==> src/rtl/ssled_mux.sv <==
// Seven-segment scan driver: sequential double-dabble binary-to-BCD conversion
// feeding a multiplexed, brightness-controlled, leading-zero-blanked display.
module ssled_mux #(
    parameter int DIGITS      = 4,
    parameter int WIDTH       = 16,
    parameter int REFRESH_DIV = 1024,
    parameter int BRIGHT_BITS = 2
) (
    input  logic                   clk_disp,
    input  logic                   rst_n,
    input  logic [WIDTH-1:0]       in_score,
    input  logic                   in_valid,
    output logic                   in_ready,
    input  logic                   blank_lz,
    input  logic [BRIGHT_BITS-1:0] bright,
    output logic [6:0]             seg,
    output logic [DIGITS-1:0]      an
);

    function automatic longint unsigned pow10(input int n);
        longint unsigned r = 1;
        for (int k = 0; k < n; k++) r = r * 10;
        return r;
    endfunction

    function automatic logic [6:0] seg_decode(input logic [3:0] n);
        case (n)
            4'd0:    return 7'h40;
            4'd1:    return 7'h79;
            4'd2:    return 7'h24;
            4'd3:    return 7'h30;
            4'd4:    return 7'h19;
            4'd5:    return 7'h12;
            4'd6:    return 7'h02;
            4'd7:    return 7'h78;
            4'd8:    return 7'h00;
            4'd9:    return 7'h10;
            default: return 7'h7F;
        endcase
    endfunction

    localparam int BW = 4 * DIGITS;
    localparam int CW = $clog2(WIDTH + 1);
    localparam int PW = (REFRESH_DIV > 1) ? $clog2(REFRESH_DIV) : 1;
    localparam int IW = (DIGITS > 1) ? $clog2(DIGITS) : 1;
    localparam int SLICE = REFRESH_DIV >> BRIGHT_BITS;
    localparam longint unsigned MAXVAL = pow10(DIGITS) - 1;

    typedef enum logic {S_IDLE, S_CONV} state_t;

    state_t           r_state, w_state_next;
    logic             w_capture, w_done;
    logic [WIDTH-1:0] r_shift;
    logic [BW-1:0]    r_acc, w_acc_adj, w_acc_next;
    logic [CW-1:0]    r_cnt;
    logic             r_ovf;
    logic [BW-1:0]    r_disp;
    logic             r_disp_ovf;
    logic [PW-1:0]    r_presc;
    logic [IW-1:0]    r_idx;
    logic [3:0]       w_nib;
    logic             w_upper_zero, w_lit, w_blank;
    logic [6:0]       w_seg;
    logic [DIGITS-1:0] w_an;

    always_ff @(posedge clk_disp) begin
        if (!rst_n) r_state <= S_IDLE;
        else        r_state <= w_state_next;
    end

    always_comb begin
        w_state_next = r_state;
        in_ready     = 1'b0;
        w_capture    = 1'b0;
        w_done       = 1'b0;
        case (r_state)
            S_IDLE: begin
                in_ready = 1'b1;
                if (in_valid) begin
                    w_capture    = 1'b1;
                    w_state_next = S_CONV;
                end
            end
            S_CONV: begin
                if (r_cnt == CW'(1)) begin
                    w_done       = 1'b1;
                    w_state_next = S_IDLE;
                end
            end
            default: w_state_next = S_IDLE;
        endcase
    end

    // Add-3 correction on every nibble, then shift in the next binary bit
    always_comb begin
        w_acc_adj = r_acc;
        for (int d = 0; d < DIGITS; d++)
            if (r_acc[4*d +: 4] > 4'd4) w_acc_adj[4*d +: 4] = r_acc[4*d +: 4] + 4'd3;
        w_acc_next = (w_acc_adj << 1) | BW'(r_shift[WIDTH-1]);
    end

    always_ff @(posedge clk_disp) begin
        if (w_capture) begin
            r_shift <= in_score;
            r_acc   <= '0;
            r_ovf   <= (64'(in_score) > MAXVAL);
            r_cnt   <= CW'(WIDTH);
        end else if (r_state == S_CONV) begin
            r_shift <= r_shift << 1;
            r_acc   <= w_acc_next;
            r_cnt   <= r_cnt - CW'(1);
        end
    end

    always_ff @(posedge clk_disp) begin
        if (!rst_n) begin
            r_disp     <= '0;
            r_disp_ovf <= 1'b0;
        end else if (w_done) begin
            r_disp     <= w_acc_next;
            r_disp_ovf <= r_ovf;
        end
    end

    always_ff @(posedge clk_disp) begin
        if (!rst_n) begin
            r_presc <= '0;
            r_idx   <= '0;
        end else if (r_presc == PW'(REFRESH_DIV - 1)) begin
            r_presc <= '0;
            r_idx   <= (r_idx == IW'(DIGITS - 1)) ? '0 : r_idx + IW'(1);
        end else begin
            r_presc <= r_presc + PW'(1);
        end
    end

    // Per-slot segment/anode evaluation from the current scan position
    always_comb begin
        w_nib        = 4'd0;
        w_upper_zero = 1'b1;
        for (int d = 0; d < DIGITS; d++) begin
            if (IW'(d) == r_idx) w_nib = r_disp[4*d +: 4];
            if (d >= int'(r_idx) && r_disp[4*d +: 4] != 4'd0) w_upper_zero = 1'b0;
        end
        w_lit   = 32'(r_presc) < ((32'(bright) + 32'd1) * 32'(SLICE));
        w_blank = blank_lz && (r_idx != '0) && w_upper_zero && !r_disp_ovf;
        w_seg   = 7'h7F;
        w_an    = '1;
        if (w_lit && !w_blank) begin
            w_seg = r_disp_ovf ? 7'h3F : seg_decode(w_nib);
            for (int d = 0; d < DIGITS; d++) w_an[d] = !(IW'(d) == r_idx);
        end
    end

    always_ff @(posedge clk_disp) begin
        if (!rst_n) begin
            seg <= 7'h7F;
            an  <= '1;
        end else begin
            seg <= w_seg;
            an  <= w_an;
        end
    end

endmodule
==> config.mk <==
export PLATFORM = sky130hd
export DESIGN_NAME = ssled_mux
export DESIGN_NICKNAME = d
export VERILOG_FILES = /design/src/rtl/ssled_mux.sv
export SDC_FILE = /design/constraint.sdc
export NUM_CORES = 1
export LEC_CHECK = 0
export ABC_AREA = 1
export CAP_MARGIN = 20
export CORE_MARGIN = 4
export CORE_UTILIZATION = 31
export DETAILED_ROUTE_END_ITERATION = 16
export GPL_TIMING_DRIVEN = 0
export PLACE_DENSITY = 0.48
export RECOVER_POWER = 100
export SKIP_LAST_GASP = 1
export SLEW_MARGIN = 20
export SYNTH_ARGS = -nofsm -noshare
export SYNTH_HDL_FRONTEND = slang
export SYNTH_SLANG_ARGS = --single-unit
==> constraint.sdc <==
create_clock -name clk_disp -period 2.1 [get_ports clk_disp]
set_clock_uncertainty 0.05 [all_clocks]
set_input_delay 0.21 -clock clk_disp [delete_from_list [all_inputs] [get_ports clk_disp]]
set_output_delay 0.21 -clock clk_disp [all_outputs]
set_load 0.02 [all_outputs]
==> results_dict.tcl <==
set metrics [dict create \
    netlist_area_um2 3777 \
    fmax_mhz 515.5 \
    hpwl_mm 5.478 \
    start_util_pct 31.58 \
    drive_gt1_share_pct 9.388 \
    hold_class "reg2reg" \
    grt_antenna_before_repair 0 \
    yosys_warnings 0 \
    finalMaxSlewViolations 0 \
    drt-wirelength-per-cell_um 11.55 \
    synth_commonest_cells "96 x nand2_1, 72 x inv_1, 62 x dfxtp_1, 30 x o21ai_0, 24 x ha_1" \
    place_ws_ns -0.09654 \
    synth_edf_count 17 \
    worst-slew-pin-transition_ns 0.7341 \
    ys_types 41 \
    insertedDiodeCount 0 \
    maxSlewHeadroom_pct 50.68 \
    layout.nets 531 \
    finalHoldViolations 0 \
    worstPathArrival_ns 2.11 \
    clkSinkCount 79 \
    wl_mm 7.356 \
    drt-initial-drc-count 165 \
    final_core_util_pct 37.77 \
    rsz0062_at_grt "yes" \
    rows 40 \
    p_leak_uw 0.001856 \
    required_ns 2.27 \
    holdWs_ns 0.4201 \
    synthTopCellsByArea "dfxtp_1 33%, edfxtp_1 14%, nand2_1 9.5%" \
    clk_pin_slew_ns 0.06 \
    status "finished clean" \
    finalWorstSetupSlack_ns 0.1601 \
    critPathLaunchType "flip-flop" \
    syn_area_per_cell_um2 8.546 \
    synth-seq-cells 79 \
    p_clk_share_pct 40.5 \
    num_vias 2810 \
    ys_seq_area_share_pct 46.37 \
    die_h_um 118.4 \
    synth_top_area_share_pct 32.86 \
    setup_viol 0 \
    grt_pass1_wl_mm 12.77 \
    gp_congestion 0.7619 \
    path_class "reg2reg" \
    first_global_vias 2776 \
    p_per_area_nw_per_um2 787.5 \
    drt-pass1-iter-count 4 \
    grt_max_degree 26 \
    power.switching_uw 878.2 \
    drv_cap 0 \
    core_area_um2 11960 \
    clk_path_buf_depth 2 \
    dieArea_um2 14020 \
    syn_nets 488 \
    crit_fanout 9 \
    areaGrowthSynthToFinish_pct 19.61 \
    detail_route.vias_per_cell 4.411 \
    ios 34 \
    port_buffers 33 \
    end_kind "flip-flop" \
    clkLatencyLatePin_ns 0.34 \
    sequentialPowerShare_pct 48.2 \
    gr-usage-all-layers_pct 11.34 \
    period_needed_ns 1.940 \
    cts_root_buffer "clkbuf_16" \
    netlist_instances 442 \
    yosysTopAreaCell "dfxtp_1" \
    remaining_drc_errors 0 \
    overflow 0 \
    htree_num_levels 3 \
    ant_nets 0 \
    yosysMostFrequentCell "nand2_1" \
    cts_buffers 9 \
    power.share.combinational_pct 11.2 \
    switching_share_pct 24.68 \
    ys.flop_type "dfxtp_1" \
    p_int_uw 2680 \
    die_w_um 118.4 \
    cts_setup_buffers 0 \
    post-route-period-util_pct 92.38 \
    synth_async_sr_flop_share_pct 0 \
    ir_worst_vdd_mv 0.4251 \
    cts_tree "yes" \
]
flip-flops by register name (all words and copies together) (netlist names):
signal,count
r_disp,16
seg,7
r_shift,16
r_cnt,5
r_idx,2
r_ovf,1
an,4
r_acc,16
r_presc,10
r_state,1
r_disp_ovf,1
power groups by stage:
stage	combinational (µW)	sequential [µW]	clock [µW]
finish	400	1720	1440
global route	459	1730	1560
CTS	428	1720	1500
detailed placement	428	1750	0
global placement	420	1750	0
floorplan	269	1760	0
cells by family after synthesis:
group / Yosys count / synth area share, %
buf+inv: 89 / 9.540
xor+xnor: 11 / 2.551
flops: 79 / 46.37
simple gates: 153 / 18.81
compound gates: 86 / 14.77
fa+ha+maj: 24 / 7.950
path summary, 6_finish.rpt:
kind	start	endpoint	slack (ns)	cells past startpoint
worst min-delay path	r_disp[3]	r_disp[3]	0.42	2
worst max-delay path	r_idx[0]	seg[6]	0.16	14
worst min register to register	r_disp[3]	r_disp[3]	0.42	2
worst max register to register	r_idx[0]	seg[6]	0.16	14
layout make-up:
| cell class | count | area [µm²] |
|---|---|---|
| Clock buffer | 12 | 256.5 |
| Fill cell | 1231 | 7443 |
| Timing Repair Buffer | 33 | 330.3 |
| Multi-Input combinational cell | 274 | 1622 |
| Sequential cell | 79 | 1757 |
| Clock inverter | 4 | 20.02 |
| Inverter | 79 | 301.5 |
| Buffer | 9 | 47.55 |
| Tap cell | 147 | 183.9 |
repair_timing:
action,4_1_cts,5_1_grt
gates resized for setup,1,9
hold buffers,0,0
setup endpoints to repair,5,6
layer usage:
layer	share of wire, %	GRT usage (%)	up-vias
met4	1.4	3.476	0
met2	45	19.08	48
met3	4.8	4.545	8
met5	0	0	-
met1	48	13.28	1224
li1	-	-	1530
stage by stage:
step / area [µm²] / std cells / power (µW) / setup TNS, ns
floorplan: 3777 / 442 / 2024 / 0
global placement: 4292 / 622 / 2167 / -10.28
detailed placement: 4293 / 622 / 2179 / -0.3839
CTS: 4569 / 637 / 3649 / 0
global route: 4518 / 637 / 3744 / -0.08878
finish: 4518 / 637 / 3558 / 0
worst max-delay path: stages (launching register included):
cell,delay [ns]
dfxtp_4,0.38
inv_1,0.08
ha_1,0.18
buf_2,0.17
a21oi_1,0.15
nand2_1,0.10
o21ai_4,0.10
inv_2,0.07
ha_1,0.19
inv_1,0.04
nand2_1,0.06
nand3_1,0.09
nand2_1,0.05
nand2_1,0.05
nand2_1,0.04
cells in the final DEF, fill, tap and decap left out, types with 2 or more instances in the layout:
cell	n
a21oi_1	18
a31oi_1	2
buf_2	3
clkbuf_1	4
clkbuf_16	9
clkbuf_2	2
clkbuf_8	2
clkdlybuf4s50_1	19
clkinv_2	4
dfxtp_1	60
dlygate4sd3_1	14
edfxtp_1	17
ha_1	22
inv_1	72
inv_2	5
nand2_1	96
nand2_2	2
nand3_1	20
nand4_1	7
nor2_1	15
nor3_1	5
o211a_1	2
o21ai_0	33
o21ai_1	2
o21ai_4	2
o22ai_1	19
o22ai_2	4
xnor2_1	3
xor2_1	8
No activity file was read; power rests on OpenSTA's default activity.
